### src/rtl/mfp_param_digit_display.sv
// rtl/mfp_param_digit_display.sv - multiplexed hex digit display driver with PWM dimming
// Scans one digit per prescaler period; inputs are sampled once per frame so a frame never tears.
module mfp_param_digit_display #(
  parameter int N_DIGITS     = 8,
  parameter int REFRESH_LOG2 = 14,
  parameter int BRIGHT_W     = 4
) (
  input  logic                    clock,
  input  logic                    resetn,
  input  logic [4*N_DIGITS-1:0]   number,
  input  logic [N_DIGITS-1:0]     dots,
  input  logic [N_DIGITS-1:0]     digit_en,
  input  logic                    blank_lz,
  input  logic [BRIGHT_W-1:0]     brightness,
  output logic [6:0]              seven_segments,
  output logic                    dot,
  output logic [N_DIGITS-1:0]     anodes,
  output logic                    frame_start
);

  localparam int IDX_W = (N_DIGITS > 1) ? $clog2(N_DIGITS) : 1;
  localparam logic [IDX_W-1:0] LAST_IDX = IDX_W'(N_DIGITS - 1);

  logic [REFRESH_LOG2-1:0] prescaler;
  logic [IDX_W-1:0]        index;

  logic [4*N_DIGITS-1:0]   sh_number;
  logic [N_DIGITS-1:0]     sh_dots;
  logic [N_DIGITS-1:0]     sh_en;
  logic                    sh_blank;
  logic [BRIGHT_W-1:0]     sh_bright;

  logic                    frame_cycle;
  logic [4*N_DIGITS-1:0]   eff_number;
  logic [N_DIGITS-1:0]     eff_dots;
  logic [N_DIGITS-1:0]     eff_en;
  logic                    eff_blank;
  logic [BRIGHT_W-1:0]     eff_bright;

  logic [3:0]              cur_nibble;
  logic                    cur_dot;
  logic                    cur_en;
  logic                    nonzero_hi;
  logic                    blanked;
  logic                    pwm_on;
  logic                    lit;
  logic [N_DIGITS-1:0]     anodes_next;

  function automatic logic [6:0] hex_to_seg(input logic [3:0] h);
    case (h)
      4'h0: hex_to_seg = 7'h40;
      4'h1: hex_to_seg = 7'h79;
      4'h2: hex_to_seg = 7'h24;
      4'h3: hex_to_seg = 7'h30;
      4'h4: hex_to_seg = 7'h19;
      4'h5: hex_to_seg = 7'h12;
      4'h6: hex_to_seg = 7'h02;
      4'h7: hex_to_seg = 7'h78;
      4'h8: hex_to_seg = 7'h00;
      4'h9: hex_to_seg = 7'h10;
      4'hA: hex_to_seg = 7'h08;
      4'hB: hex_to_seg = 7'h03;
      4'hC: hex_to_seg = 7'h46;
      4'hD: hex_to_seg = 7'h21;
      4'hE: hex_to_seg = 7'h06;
      default: hex_to_seg = 7'h0E;
    endcase
  endfunction

  assign frame_cycle = (prescaler == '0) && (index == '0);

  // The first slot of a frame is decided in the same cycle the shadows load,
  // so it must see the values being captured rather than the stale shadows.
  assign eff_number = frame_cycle ? number     : sh_number;
  assign eff_dots   = frame_cycle ? dots       : sh_dots;
  assign eff_en     = frame_cycle ? digit_en   : sh_en;
  assign eff_blank  = frame_cycle ? blank_lz   : sh_blank;
  assign eff_bright = frame_cycle ? brightness : sh_bright;

  always_comb begin
    cur_nibble = 4'h0;
    cur_dot    = 1'b0;
    cur_en     = 1'b0;
    nonzero_hi = 1'b0;
    for (int i = 0; i < N_DIGITS; i++) begin
      if (IDX_W'(i) == index) begin
        cur_nibble = eff_number[4*i +: 4];
        cur_dot    = eff_dots[i];
        cur_en     = eff_en[i];
      end
      if ((IDX_W'(i) >= index) && (eff_number[4*i +: 4] != 4'h0)) nonzero_hi = 1'b1;
    end
  end

  assign blanked = eff_blank && (index != '0) && !nonzero_hi;
  assign pwm_on  = prescaler[REFRESH_LOG2-1 -: BRIGHT_W] <= eff_bright;
  assign lit     = cur_en && !blanked && pwm_on;

  always_comb begin
    anodes_next = '1;
    for (int i = 0; i < N_DIGITS; i++) begin
      if (lit && (IDX_W'(i) == index)) anodes_next[i] = 1'b0;
    end
  end

  always_ff @(posedge clock or negedge resetn) begin
    if (!resetn) begin
      prescaler      <= '0;
      index          <= '0;
      sh_number      <= '0;
      sh_dots        <= '0;
      sh_en          <= '0;
      sh_blank       <= 1'b0;
      sh_bright      <= '0;
      seven_segments <= 7'h7F;
      dot            <= 1'b1;
      anodes         <= '1;
      frame_start    <= 1'b0;
    end else begin
      prescaler <= prescaler + REFRESH_LOG2'(1);
      if (prescaler == '1) index <= (index == LAST_IDX) ? '0 : index + IDX_W'(1);
      if (frame_cycle) begin
        sh_number <= number;
        sh_dots   <= dots;
        sh_en     <= digit_en;
        sh_blank  <= blank_lz;
        sh_bright <= brightness;
      end
      seven_segments <= lit ? hex_to_seg(cur_nibble) : 7'h7F;
      dot            <= lit ? ~cur_dot : 1'b1;
      anodes         <= anodes_next;
      frame_start    <= frame_cycle;
    end
  end

endmodule

### config.mk
export PLATFORM = sky130hd
export DESIGN_NAME = mfp_param_digit_display
export DESIGN_NICKNAME = d
export VERILOG_FILES = /design/src/rtl/mfp_param_digit_display.sv
export SDC_FILE = /design/constraint.sdc
export NUM_CORES = 1
export LEC_CHECK = 0
export ABC_AREA = 1
export ABC_CLOCK_PERIOD_IN_PS = 6400
export BUFFER_PORTS_ARGS = -buffer_cell sky130_fd_sc_hd__buf_4
export CORE_MARGIN = 2
export CORE_UTILIZATION = 55
export DETAILED_ROUTE_END_ITERATION = 10
export GPL_TIMING_DRIVEN = 0
export PLACE_DENSITY = 0.77
export SLEW_MARGIN = 20
export SYNTH_ARGS = -nofsm -noshare
export SYNTH_HDL_FRONTEND = slang
export SYNTH_SLANG_ARGS = --single-unit
### constraint.sdc
create_clock -name clock -period 6.4 [get_ports clock]
set_clock_uncertainty 0.1 [all_clocks]
set_input_delay 1.92 -clock clock [delete_from_list [all_inputs] [get_ports clock]]
set_output_delay 1.92 -clock clock [all_outputs]
set_load 0.01 [all_outputs]
Yosys cells after proc, flatten, opt, wreduce, memory -nomap -nowiden
Memory sizes are Yosys's and may differ from the RTL's.
Index checks and enable logic that the tools add are counted.
- divide/modulo/power cells: 0
- $add $sub $neg: 2
- magnitude comparators: 9
- muxes and demuxes: 48
- bitwise logic cells: 1
- shift operators: 0
- equal/unequal tests: 9
- reductions and logical operators: 34
- multipliers: 0
- operators by type and width (cell ; count):
    $mux 4 ; 9
    $mux 1 ; 34
    $mux 32 ; 1
    $reduce_bool 4->1 ; 8
    $logic_and 1x1->1 ; 21
    $mux 8 ; 2
    $add 14x1->14 const B ; 1
    $eq 14x14->1 const B ; 1
    $logic_not 14->1 ; 1
    $eq 3x3->1 const A ; 4
    $ge 3x3->1 const A ; 4
    $mux 7 ; 1
    $eq 2x3->1 const A ; 2
    $ge 1x3->1 const A ; 2
    $ge 2x3->1 const A ; 2
    $le 4x4->1 ; 1
    $add 3x1->3 const B ; 1
    $eq 1x3->1 const A ; 1
    $eq 3x3->1 const B ; 1
    $logic_not 3->1 ; 1
    $mux 3 ; 1
    $reduce_bool 3->1 ; 1
    $logic_not 1->1 ; 2
    $not 1->1 ; 1
- register bits after elaboration: 87
- latch bits: 0
- memories: 1
- word-level logic and storage cells: 115
- RAM bits: 0
- bits in read-only memories: 112
- memories (name ; depth ; width ; read ports ; clocked after memory_dff ; wr ports ; line ; source):
    (name not given) ; 16 ; 7 ; 1 ; 0 ; 0 ; 50 ; case (h)

Logic depth before layout (Yosys ltp)
- word-level depth: 20
- mapped depth: 25
- gate-level depth less buffers: 24

Worst setup path before layout
No wires, ideal clock.
- kind: input port to flip-flop
- from: in number[4]
- to: reg seven_segments[1]
- slack: 3008 ps
- data arrival time: 3215 ps
- stages: 13
- cell sequence: nand3b_1 > nand3_1 > nand3_1 > nand2_1 > nand2_1 > nand2_1 > nand2_1 > a21oi_1 > ha_1 > nand2_1 > nor2_1 > nor2_1 > nand2_1
- longest elaborated chain between the ends: 16
- elaborated cells between the ends (all ways): 24
- those cells by class: mux (16); reduce/logical (7); memory (1)
- ends and longest elaborated chain (element ; line ; source):
    start: declaration ; 10 ; input logic [4*N_DIGITS-1:0] number,
    $mux 32 (*) ; -- ;
    $reduce_bool 4->1 ; 91 ; if ((IDX_W'(i) >= index) && (eff_number[4*i +: 4] != 4'h0)) nonzero_hi = 1'b1;
    $logic_and 1x1->1 ; 91 ;
    $mux 1 (7 in series) ; 91 ;
    $logic_not 1->1 ; 95 ; assign blanked = eff_blank && (index != '0) && !nonzero_hi;
    $logic_and 1x1->1 ; 95 ;
    $logic_not 1->1 ; 97 ; assign lit = cur_en && !blanked && pwm_on;
    $logic_and 1x1->1 (2 in series) ; 97 ;
    $mux 7 (*) ; 129 ; seven_segments <= lit ? hex_to_seg(cur_nibble) : 7'h7F;
    end signal: assignment ; 129 ;
    end: declaration ; 15 ; output logic [6:0] seven_segments,
Every way passes the cells marked *; elsewhere a longest branch is shown, timed or not.
A chain may end at the register's enable or synchronous reset.

Worst setup path in the final report
- from: reg index[0]
- to: reg anodes[0]
- elaborated cells between the ends (all ways): 63
- those cells by class: order compare (9); eq/ne (7); mux (21); reduce/logical (26)
- RTL lines (element ; line ; source):
    start: declaration ; 25 ; logic [IDX_W-1:0] index;
    start signal: assignment ; 121 ; if (prescaler == '1) index <= (index == LAST_IDX) ? '0 : index + IDX_W'(1);
    $logic_not 3->1 ; 70 ; assign frame_cycle = (prescaler == '0) && (index == '0);
    $logic_and 1x1->1 ; 70 ;
    via frame_cycle ; 33 ; logic frame_cycle;
    $mux 4 ; -- ;
    via eff_bright[1] ; 38 ; logic [BRIGHT_W-1:0] eff_bright;
    $le 4x4->1 ; 96 ; assign pwm_on = prescaler[REFRESH_LOG2-1 -: BRIGHT_W] <= eff_bright;
    $logic_and 1x1->1 ; 97 ;
    $logic_and 1x1->1 ; 102 ; if (lit && (IDX_W'(i) == index)) anodes_next[i] = 1'b0;
    $mux 1 ; 102 ;
    via anodes_next[0] ; 47 ; logic [N_DIGITS-1:0] anodes_next;
    end signal: assignment ; 131 ; anodes <= anodes_next;
    end: declaration ; 17 ; output logic [N_DIGITS-1:0] anodes,
The timed path passes the listed nets, and every way through them passes these cells.

==> qor.yml <==
fill_cells: 742
max-slew-margin-rel_pct: 47.5
drt-total-wl_um: 11500
clock_latency_on_the_worst_skew_pair_ns: 0.37
post_synth_inst_count: 645
cts_num_sinks: 87
postSynth.asyncResetShare_pct: 100
ff_latch_area_um2: 2200
final_net_count: 797
report.final.hold_viol_count: 0
fin_crit_sh_pct: 58.4
synth_edf_count: 0
power.leakage_nw: 3.18
tightest_slew_ns: 0.787
route.vias.total: 4157
grt-ovfl-total: 0
port_buffer_count: 71
cells_taking_the_most_area_after_synthesis: "dfrtp_1, nand2_1, dfstp_2"
hold_buffers: 0
number_of_unique_standard_cell_types_used_by_synthesis: 33
synth-adder-area-share_pct: 3.88
worst_path_max_delay_cell: "dfrtp_1"
antenna_cells: 0
yosys_register_bits: 87
combinationalPowerShare_pct: 10.1
cts_made_buffers: 9
remaining_drc_errors: 0
ys_dominant_reg_cell: "dfrtp_1"
cp-end-kind: "flip-flop"
placement_rows: 34
dpl_cell_area_um2: 5510
post_synth.cell_area_avg_um2: 7.50
p_switching_w: 0.000274
io_pins: 72
critical_path.n_buffers_inverters: 9
worst_path_top_cell_family_by_delay: "buffers and inverters"
flop2flop_setup_slack_ns: 2.66
die_width_um: 97.8
max_freq_ghz: 0.267
power_density_nw_per_um2: 195
path_max_fanout: 10
critical_path_required_ns: 6.59
synth_compound_gate_area_share_pct: 4.89
route.detailed.vias_per_inst: 4.95
power.share.clock_pct: 38.2
post_drt_antenna_nets: 0
drive_gt1_share_pct: 18.9
power.ir.vdd_worst_uv: 114
power_frac_seq_pct: 51.7
cts_tree: "done"
postCtsSetupRepairBufs: 0
ys_top_cells_by_count: "nand2_1, inv_1, dfrtp_1"
max_cap_violations: 0
worstPathCellList: "inv_1, ha_1, inv_1, nor2_4, nand2_1, nor2_2, nand2_4, clkinv_2, buf_6, buf_2, nand2_1, nand2_1, inv_1, ha_1, inv_1, nor2_1, o21ai_0, a32o_1, nand2_1, inv_1, nand2_1, nor2_2, buf_6, nand2_1"
grt_antenna_before_repair: 0
setup_crit_start_kind: "flip-flop"
arrival_ns: 3.93
route.detailed.wl_per_inst_um: 13.6
multiInputGateArea_um2: 2130
pin_count_of_the_biggest_net_entering_global_routing: 88
post_cts.resized_instances: 0
yosys.cell_count.top_type: "nand2_1"
cts_max_path_buffers: 2
mappedNetlistNets: 715
post_synthesis_share_of_cell_area_spent_on_and_or_nand_and_nor_gates_pct: 33.0
synth.mux.area_fraction_pct: 0.233
synth-warning-count: 0
flow.area_growth_from_synthesis_pct: 18.5
clk_pin_slew_ns: 0.09
synth_xor_xnor_area_share_pct: 2.17
ys_seq_area_share_pct: 45.4
drt_iter0_drc: 185
die_y_um: 97.8
core_um2: 8640
postLayoutCellArea_um2: 5730
total_negative_setup_slacks_ns: 0
die_area_um2: 9560
hold_class: "flip-flop to flip-flop"
dr.pass1.iters: 5
critical-path-top-cell-by-count: "nand2_1"
slowest_delay_ns: 0.42
timing.final.setup_violations: 0
timing.setup.critical_path_class: "flip-flop to flip-flop"
slew_violations: 0
floorplan.initialDensity_pct: 56.0
internal_power_w: 0.000846
outcome: "finished, final reports clean"
cts_h_tree_depth: 3
root_buffer_master: "clkbuf_8"
finalWorstPathRequiredPeriod_ns: 3.74
grt_pass1_wl_um: 19700
place.gp.congestion: 0.916
detailedPlacementHpwl_um: 8430
swShare_pct: 24.5
largest_area_contributor_in_the_netlist: "dfrtp_1"
grt_util_all_layers_pct: 25.7
synth.cell_area_um2: 4840
synth_top_cell_area_share_pct: 36.7
rsz0062_at_grt: "false"
grt_pass1_vias: 4078
synth_top_family_by_area: "simple AND/OR/NAND/NOR gates"
-- cell families (layout without fill, tap and decap cells) --
family / Yosys count / in the layout
AND/OR/NAND/NOR: 371 / 371
buffers and inverters: 119 / 206
flip-flops: 87 / 87
AO/OA/AOI/OAI: 40 / 40
adder cells (fa/ha/maj): 15 / 15
XOR/XNOR: 12 / 12
multiplexers: 1 / 1
-- worst paths after layout --
check / cells after the start / from / end
min reg2reg: 1 / prescaler[0]$_DFF_PN0_ / prescaler[0]$_DFF_PN0_
max in group asynchronous: 1 / resetn / sh_number[26]$_DFF_PN0_
max: 24 / index[0]$_DFFE_PN0N_ / anodes[0]$_DFF_PN1_
max reg2reg: 24 / index[0]$_DFFE_PN0N_ / anodes[0]$_DFF_PN1_
min: 1 / prescaler[0]$_DFF_PN0_ / prescaler[0]$_DFF_PN0_
min in group asynchronous: 1 / resetn / sh_number[4]$_DFF_PN0_
-- cells in the final DEF, fill, tap and decap left out, types with 2 or more instances in the layout --
cell	count
nand2_1	245
inv_1	102
buf_4	72
dfrtp_1	71
nand3_1	48
nor2_1	40
o21ai_0	21
dfstp_2	16
ha_1	15
nand3b_1	11
xor2_1	11
clkbuf_8	9
buf_6	7
nor3_1	7
o21ai_2	5
and2_1	5
a21oi_1	5
buf_2	4
nand2_2	4
nor2_4	3
nand2_4	3
o21ai_1	3
clkbuf_1	3
nor2_2	2
o21a_1	2
inv_2	2
o21bai_1	2
nand3_2	2
bufinv_16	2
clkinv_4	2
-- routing by layer --
metal / up-vias / track usage, % / share of wire (%)
met5: - / 0 / 0
met4: 0 / 8.01 / 1.6
met3: 14 / 3.08 / 4.0
met2: 96 / 42.3 / 47
met1: 1930 / 35.9 / 47
li1: 2117 / - / -
-- worst register-to-register path, delay by kind of cell, from the launching register on --
family	cells	cell delay [ns]
flip-flops	1	0.42
buffers and inverters	9	1.22
AO/OA/AOI/OAI	2	0.31
adder cells (fa/ha/maj)	2	0.51
AND/OR/NAND/NOR	11	1.08
-- power groups by stage --
stage	clock, W	sequential, W	combinational (W)
after floorplan	0	0.000591	0.0000523
after global placement	0	0.000589	0.000110
after detailed placement	0	0.000590	0.000113
after CTS	0.000436	0.000579	0.000113
after global routing	0.000454	0.000582	0.000128
final	0.000428	0.000579	0.000113
-- stage by stage --
| stage | setup WS [ns] | std cells | hold WS (ns) | util, % | power, W |
|---|---|---|---|---|---|
| final | 2.66 | 840 | 0.378 | 66.4 | 0.00112 |
| after global routing | 2.27 | 840 | 0.411 | 66.4 | 0.00116 |
| after CTS | 2.66 | 840 | 0.378 | 66.3 | 0.00113 |
| after detailed placement | 2.58 | 824 | 0.358 | 63.7 | 0.000703 |
| after global placement | 2.55 | 824 | 0.347 | 63.7 | 0.000700 |
| after floorplan | 3.01 | 645 | 0.330 | - | 0.000644 |
-- flip-flops by register name, summed over array words and instances, names as in the netlist, 3 cells and up --
register        cells
sh_number          32
prescaler          14
anodes              8
sh_dots             8
sh_en               8
seven_segments      7
sh_bright           4
index               3
-- cell type report --
type	count	area share, %
Timing Repair Buffer	71	9.37
Sequential cell	87	38.3
Multi-Input combinational cell	439	37.2
Inverter	105	6.90
Buffer	14	1.92
Clock buffer	10	2.23
Clock inverter	6	1.64
Tap cell	108	2.36
(Power assumes the default switching activity.)
